===== src/rtl/dac_spi_tx.sv =====
// SPI write-frame serialiser for an MCP4922-style 12-bit DAC, fed by the synth mixer.
// One latest-wins pending slot; a saturating counter records samples dropped unsent.
module dac_spi_tx #(
   parameter int unsigned CLK_DIV  = 2,
   parameter logic [3:0]  CFG_BITS = 4'b0011,
   parameter bit          LDAC_EN  = 1'b1
) (
   input  logic        i_clk,
   input  logic        i_rst,
   input  logic [15:0] i_sample,
   input  logic        i_sample_valid,
   output logic        o_dac_cs_n,
   output logic        o_dac_sclk,
   output logic        o_dac_mosi,
   output logic        o_dac_ldac_n,
   output logic        o_busy,
   output logic [7:0]  o_overrun_cnt
);

   localparam int unsigned      DIV_W    = (CLK_DIV > 1) ? $clog2(CLK_DIV) : 1;
   localparam logic [DIV_W-1:0] DIV_LAST = DIV_W'(CLK_DIV - 1);

   typedef enum logic [2:0] {
      IDLE,
      SHIFT,
      HOLD,
      GAP,
      LDAC
   } state_e;

   state_e           state_q, state_d;
   logic             pend_vld_q, pend_vld_d;
   logic [11:0]      pend_data_q, pend_data_d;
   logic [15:0]      shift_q, shift_d;
   logic [3:0]       bit_q, bit_d;
   logic [DIV_W-1:0] div_q, div_d;
   logic             phase_q, phase_d;
   logic [7:0]       overrun_q, overrun_d;
   logic             consume;
   logic             div_done;

   // The DAC only has 12 bits of resolution; the low nibble is truncated.
   logic sample_lsb_unused;
   assign sample_lsb_unused = ^i_sample[3:0];

   always_ff @(posedge i_clk) begin
      if (i_rst) begin
         state_q     <= IDLE;
         pend_vld_q  <= 1'b0;
         pend_data_q <= '0;
         shift_q     <= '0;
         bit_q       <= '0;
         div_q       <= '0;
         phase_q     <= 1'b0;
         overrun_q   <= '0;
      end else begin
         state_q     <= state_d;
         pend_vld_q  <= pend_vld_d;
         pend_data_q <= pend_data_d;
         shift_q     <= shift_d;
         bit_q       <= bit_d;
         div_q       <= div_d;
         phase_q     <= phase_d;
         overrun_q   <= overrun_d;
      end
   end

   always_comb begin
      state_d     = state_q;
      pend_vld_d  = pend_vld_q;
      pend_data_d = pend_data_q;
      shift_d     = shift_q;
      bit_d       = bit_q;
      phase_d     = phase_q;
      overrun_d   = overrun_q;
      consume     = 1'b0;
      div_done    = (div_q == DIV_LAST);
      div_d       = div_done ? '0 : div_q + 1'b1;

      case (state_q)
         IDLE: begin
            div_d   = '0;
            phase_d = 1'b0;
            if (pend_vld_q) begin
               consume = 1'b1;
               shift_d = {CFG_BITS, pend_data_q};
               bit_d   = 4'd15;
               state_d = SHIFT;
            end
         end
         SHIFT: begin
            if (div_done) begin
               if (!phase_q) begin
                  phase_d = 1'b1;
               end else begin
                  phase_d = 1'b0;
                  // Advance MOSI only on the falling SCLK so it is stable across the rise.
                  if (bit_q == 4'd0) begin
                     state_d = HOLD;
                  end else begin
                     bit_d   = bit_q - 1'b1;
                     shift_d = {shift_q[14:0], 1'b0};
                  end
               end
            end
         end
         HOLD: begin
            if (div_done) state_d = GAP;
         end
         GAP: begin
            if (div_done) begin
               if (LDAC_EN) state_d = LDAC;
               else         state_d = IDLE;
            end
         end
         LDAC: begin
            if (div_done) state_d = IDLE;
         end
         default: state_d = IDLE;
      endcase

      // A sample arriving while IDLE takes the old one is the new pending, not an overrun.
      if (i_sample_valid) begin
         pend_data_d = i_sample[15:4];
         pend_vld_d  = 1'b1;
         if (pend_vld_q && !consume && (overrun_q != 8'hFF)) overrun_d = overrun_q + 8'd1;
      end else if (consume) begin
         pend_vld_d = 1'b0;
      end
   end

   assign o_dac_cs_n    = !((state_q == SHIFT) || (state_q == HOLD));
   assign o_dac_sclk    = (state_q == SHIFT) && phase_q;
   assign o_dac_mosi    = ((state_q == SHIFT) || (state_q == HOLD)) && shift_q[15];
   assign o_dac_ldac_n  = !(LDAC_EN && (state_q == LDAC));
   assign o_busy        = pend_vld_q || (state_q != IDLE);
   assign o_overrun_cnt = overrun_q;

endmodule


===== config.mk =====
export PLATFORM = sky130hd
export DESIGN_NAME = dac_spi_tx
export DESIGN_NICKNAME = d
export VERILOG_FILES = /design/src/rtl/dac_spi_tx.sv
export SDC_FILE = /design/constraint.sdc
export NUM_CORES = 1
export LEC_CHECK = 0
export CAP_MARGIN = 20
export CORE_MARGIN = 2
export CORE_UTILIZATION = 30
export DETAILED_ROUTE_END_ITERATION = 12
export HOLD_SLACK_MARGIN = 0.03
export PLACE_DENSITY_LB_ADDON = 0.2
export SYNTH_ARGS = -nofsm -noshare
export SYNTH_HDL_FRONTEND = slang
export SYNTH_SLANG_ARGS = --single-unit

===== constraint.sdc =====
create_clock -name i_clk -period 2 [get_ports i_clk]
set_input_delay 0.4 -clock i_clk [delete_from_list [all_inputs] [get_ports i_clk]]
set_output_delay 0.4 -clock i_clk [all_outputs]
set_load 0.02 [all_outputs]

Yosys cells after proc, flatten, opt, wreduce, memory -nomap -nowiden
Index checks and enable logic that the tools add are counted.

Bits in registers: 46. Input bits: 19. Output and inout port bits: 13. Word-level logic and storage cells: 68.

$add $sub $neg: 3. Equality and inequality tests: 13. Multiplexer cells: 25. Reductions and logical operators: 19.

Operators by type and width (number): two-way mux 16 bit (4); case mux 16 bit (2 select lines) (1); two-way mux 3 bit (7); two-way mux 4 bit (4); != test 2 bit (second input constant) (8); case mux 3 bit (5 select lines) (1); adder 8 x 1 -> 8 bit (second input constant) (1); != test 8 bit (second input constant) (1); case mux 4 bit (2 select lines) (1); AND reduction 7 bit (1); == test 3 x 2 -> 1 bit (second input constant) (2); two-way mux 1 bit (6); AND reduction 5 bit (1); logical AND 1 bit (4); zero test 4 bit (1); AND reduction 2 bit (2); nonzero test 2 bit (2); subtractor 4 x 1 -> 4 bit (second input constant) (1); == test 3 x 1 -> 1 bit (second input constant) (1); == test 3 bit (second input constant) (1); zero test 1 bit (3); zero test 3 bit (1); nonzero test 3 bit (1); OR reduction 3 bit (1); other kinds (3) (4).

Logic depth before layout (Yosys ltp)
Depth after elaboration: 6. Gate-level depth with buffers: 7. Mapped depth without buffers: 6.

Worst setup path after synthesis
OpenSTA, ideal clock, no wires.

Path type: register to output. From: register state_q[1]. To: output o_dac_sclk. Arrival: 1331 ps. Data required time: 1600 ps. Slack: 269 ps. Cell stages (with the launch flop): 5. Cells stage by stage: dfxtp_1 > buf_6 > nor3b_4 > buf_2 > and2_1.

Longest elaborated chain between the ends: 2.

Ends and longest elaborated chain: start: declaration (line 31) `state_e state_q, state_d;`; start signal: assignment (line 57) `state_q <= state_d;`; == test 3 x 1 -> 1 bit (line 133) `assign o_dac_sclk = (state_q == SHIFT) && phase_q;`; logical AND 1 bit (line 133); end: declaration (line 13) `output logic o_dac_sclk,`.

No other way between the ends.

Final worst setup path
From: register state_q[1]. To: output o_dac_cs_n.

Longest elaborated chain between the ends: 3. Elaborated cells on any way between the ends: 4.

Ends and longest elaborated chain: == test 3 x 1 -> 1 bit or == test 3 x 2 -> 1 bit (tied branches) (line 132) `assign o_dac_cs_n = !((state_q == SHIFT) || (state_q == HOLD));`; logical OR 1 bit * (line 132); zero test 1 bit * (line 132); end: declaration (line 12) `output logic o_dac_cs_n,`.

Every way passes the cells marked *; elsewhere a longest branch is shown, timed or not.

==> flow_metrics.py <==
metrics = {
    "status": {
        "outcome": "finished, final reports clean",
    },
    "logic_synthesis": {
        "syn-num-nets": 260,
        "synth.mux.area_fraction_pct": 6.43,
        "seq_area_frac_synth_pct": 41.9,
        "synth_compound_area_share_pct": 22.4,
        "synth_cell_types": 51,
        "synth-xor-area-share_pct": 1.59,
        "synthAdderAreaFrac_pct": 1.14,
        "synth_area_um2": 2200,
        "yosys_warnings": 0,
        "synth-simple-area-share_pct": 20.3,
        "synth_top_area_share_pct": 41.9,
        "syn_inst": 239,
        "yosys.area.top_type": "dfxtp_1",
        "ys_seq_elements": 46,
        "synth_top_family_by_area": "compound AO/OA/AOI/OAI gates",
        "synth_area_leaders": "dfxtp_1, a311oi_2, mux2i_1, nand2_1, a21oi_1",
        "syn_area_per_cell_um2": 9.20,
    },
    "place": {
        "post-place-ws_ps": 113,
        "place_congestion": 0.702,
        "io_buffers": 27,
        "postPlaceCellArea_um2": 2610,
        "placed_cells": 362,
        "dpl.hpwl_mm": 3.17,
    },
    "setup_path": {
        "end_kind": "output port",
        "cp_max_fo": 4,
        "arrival_ps": 1500,
        "start_kind": "register",
        "required_ps": 1600,
        "critPathKind": "register to output port",
    },
    "timing": {
        "max_freq_ghz": 0.527,
        "timing.hold.ws_ps": 469,
        "maxSlewViolCount": 0,
        "tns_ps": 0,
        "setup-violations-final": 0,
        "finalWorstSetupSlack_ps": 104,
        "maxSlewHeadroom_pct": 65.6,
        "hold_viol_final": 0,
        "finClkSkew_ps": 6.67,
        "worst_pin_slew_ps": 511,
        "final.min_clock_period_ps": 1900,
        "fin_crit_sh_pct": 94.8,
        "rsz0062_at_grt": "false",
    },
    "die": {
        "dieArea_um2": 8030,
        "ioPinCount": 32,
        "initial_core_util_pct": 30.6,
        "dieHeight_um": 89.6,
        "design.core.area_um2": 7180,
        "die_x_um": 89.6,
        "rows": 31,
    },
    "routing": {
        "vias_per_cell": 4.84,
        "drt_iter0_drc": 137,
        "vias": 1790,
        "avgRoutedWirePerCell_um": 12.5,
        "antenna_left": 0,
        "drc": 0,
        "drt_first_pass_iters": 4,
        "drt_wl_total_mm": 4.63,
    },
    "final_layout": {
        "drive_above_1_share_pct": 16.2,
        "antennaDiodeCount": 0,
        "final_common_cell": "dfxtp_1",
        "final_cells": 370,
        "synthToLayoutAreaGrowth_pct": 22.5,
        "final_area_um2": 2690,
        "final_cell_mix": "dfxtp_1, nand2_1, nor2_1",
        "fin_nets": 291,
        "fillers": 746,
        "finish.utilization_pct": 37.5,
    },
    "global_routing": {
        "antenna_found_initial": 0,
        "grt_start_max_net_pins": 21,
        "grt_first_pass_wirelength_mm": 7.91,
        "grt.total_usage_pct": 12.7,
        "first_global_vias": 1682,
        "overflow": 0,
    },
    "power_and_ir_drop": {
        "p_int_mw": 1.48,
        "total_power_mw": 2.13,
        "powerDensity_nw_per_um2": 792,
        "switching_power_mw": 0.655,
        "leakage_nw": 0.951,
        "swShare_pct": 30.7,
        "clkPwrFrac_pct": 26.5,
        "p_comb_share_pct": 24.4,
        "vdd_drop_max_v": 0.000382,
        "power.share.sequential_pct": 49.1,
    },
    "flow_run": {
        "drv_cap": 0,
    },
    "clocking": {
        "clockRootBuffer": "clkbuf_8",
        "hold_buffers": 0,
        "cts_max_level": 2,
        "clock_sinks": 46,
        "path_clk_slew_ps": 90,
        "numCtsBuffers": 5,
        "clock_latency_ps": 300,
        "cts_tree": "yes",
        "clock_path_buffers": 2,
    },
    "hold_path": {
        "hold_path.class": "primary input to register",
    },
}
## worst max-delay path, cell delays in order (launching register included)
cell	delay (ps)
dfxtp_2	350
xor2_1	160
nand2b_1	90
clkdlybuf4s50_1	610
## sequential cells by signal (all words and copies together) (netlist names)
register and flops:
state_q 3, o_overrun_cnt 8, div_done 1, pend_vld_q 1
shift_q 16, phase_q 1, pend_data_q 12, bit_q 4
## power groups by stage
stage | clock network (mW) | registers [mW] | logic, mW
2_1_floorplan | 0 | 1.06 | 0.395
3_3_place_gp | 0 | 1.07 | 0.526
3_5_place_dp | 0 | 1.07 | 0.529
4_1_cts | 0.596 | 1.05 | 0.528
5_1_grt | 0.627 | 1.06 | 0.579
6_report | 0.566 | 1.05 | 0.520
## layout make-up
cell class	count	area, µm²	area share, %
Clock buffer	6	72.6	2.70
Clock inverter	2	13.8	0.511
Inverter	9	33.8	1.25
Sequential cell	46	922	34.2
Tap cell	99	124	4.60
Multi-Input combinational cell	166	1140	42.4
Timing Repair Buffer	42	385	14.3
## layer usage
metal,up-vias,wire length (µm),global-route usage [%]
met2,26,2140,19.5
met3,5,147,2.93
met1,831,2290,17.6
met5,-,0,0
li1,928,-,-
met4,0,62,4.48
## timing repair
item	in CTS	in global routing
setup buffers	0	0
endpoints found under the setup margin	4	1
resized for setup	4	1
## path summary, 6_finish.rpt
kind              slack (ps)                           end                   startpoint  cells after the start
hold / removal           470  pend_data_q[11]$_SDFFE_PP0P_                        i_rst                      2
setup reg to reg         240      shift_q[10]$_SDFFE_PP0P_        bit_q[0]$_SDFFE_PP0P_                      7
setup / recovery         100                    o_dac_cs_n      state_q[1]$_SDFFE_PP0P_                      3
hold reg to reg          480       shift_q[0]$_SDFFE_PP0P_  pend_data_q[0]$_SDFFE_PP0P_                      2
## synth_stat cells (all sizes together)
cell type	count
dfxtp	46
nand2	31
nor2	27
a21oi	22
a311oi	14
mux2i	13
buf	10
inv	9
clkbuf	8
nor3	6
nor4	4
a211oi	3
nand2b	3
nand3	3
nor3b	3
o21ai	3
or3b	3
xnor2	3
a221oi	2
a22oi	2
and4	2
ha	2
nand4	2
nor2b	2
o41ai	2
a2111oi	1
a211o	1
a22o	1
a31o	1
a41oi	1
and2	1
and3	1
mux2	1
nand3b	1
o311ai	1
o31ai	1
o32ai	1
or4	1
xor2	1
## logic make-up (layout without fill, tap and decap cells)
logic type | after synthesis | in the layout
AO/OA/AOI/OAI | 56 | 56
XOR/XNOR | 4 | 4
adder cells (fa/ha/maj) | 2 | 2
buffers and inverters | 27 | 59
flip-flops | 46 | 46
multiplexers | 14 | 14
AND/OR/NAND/NOR | 90 | 90
No activity file was read; power rests on OpenSTA's default activity.
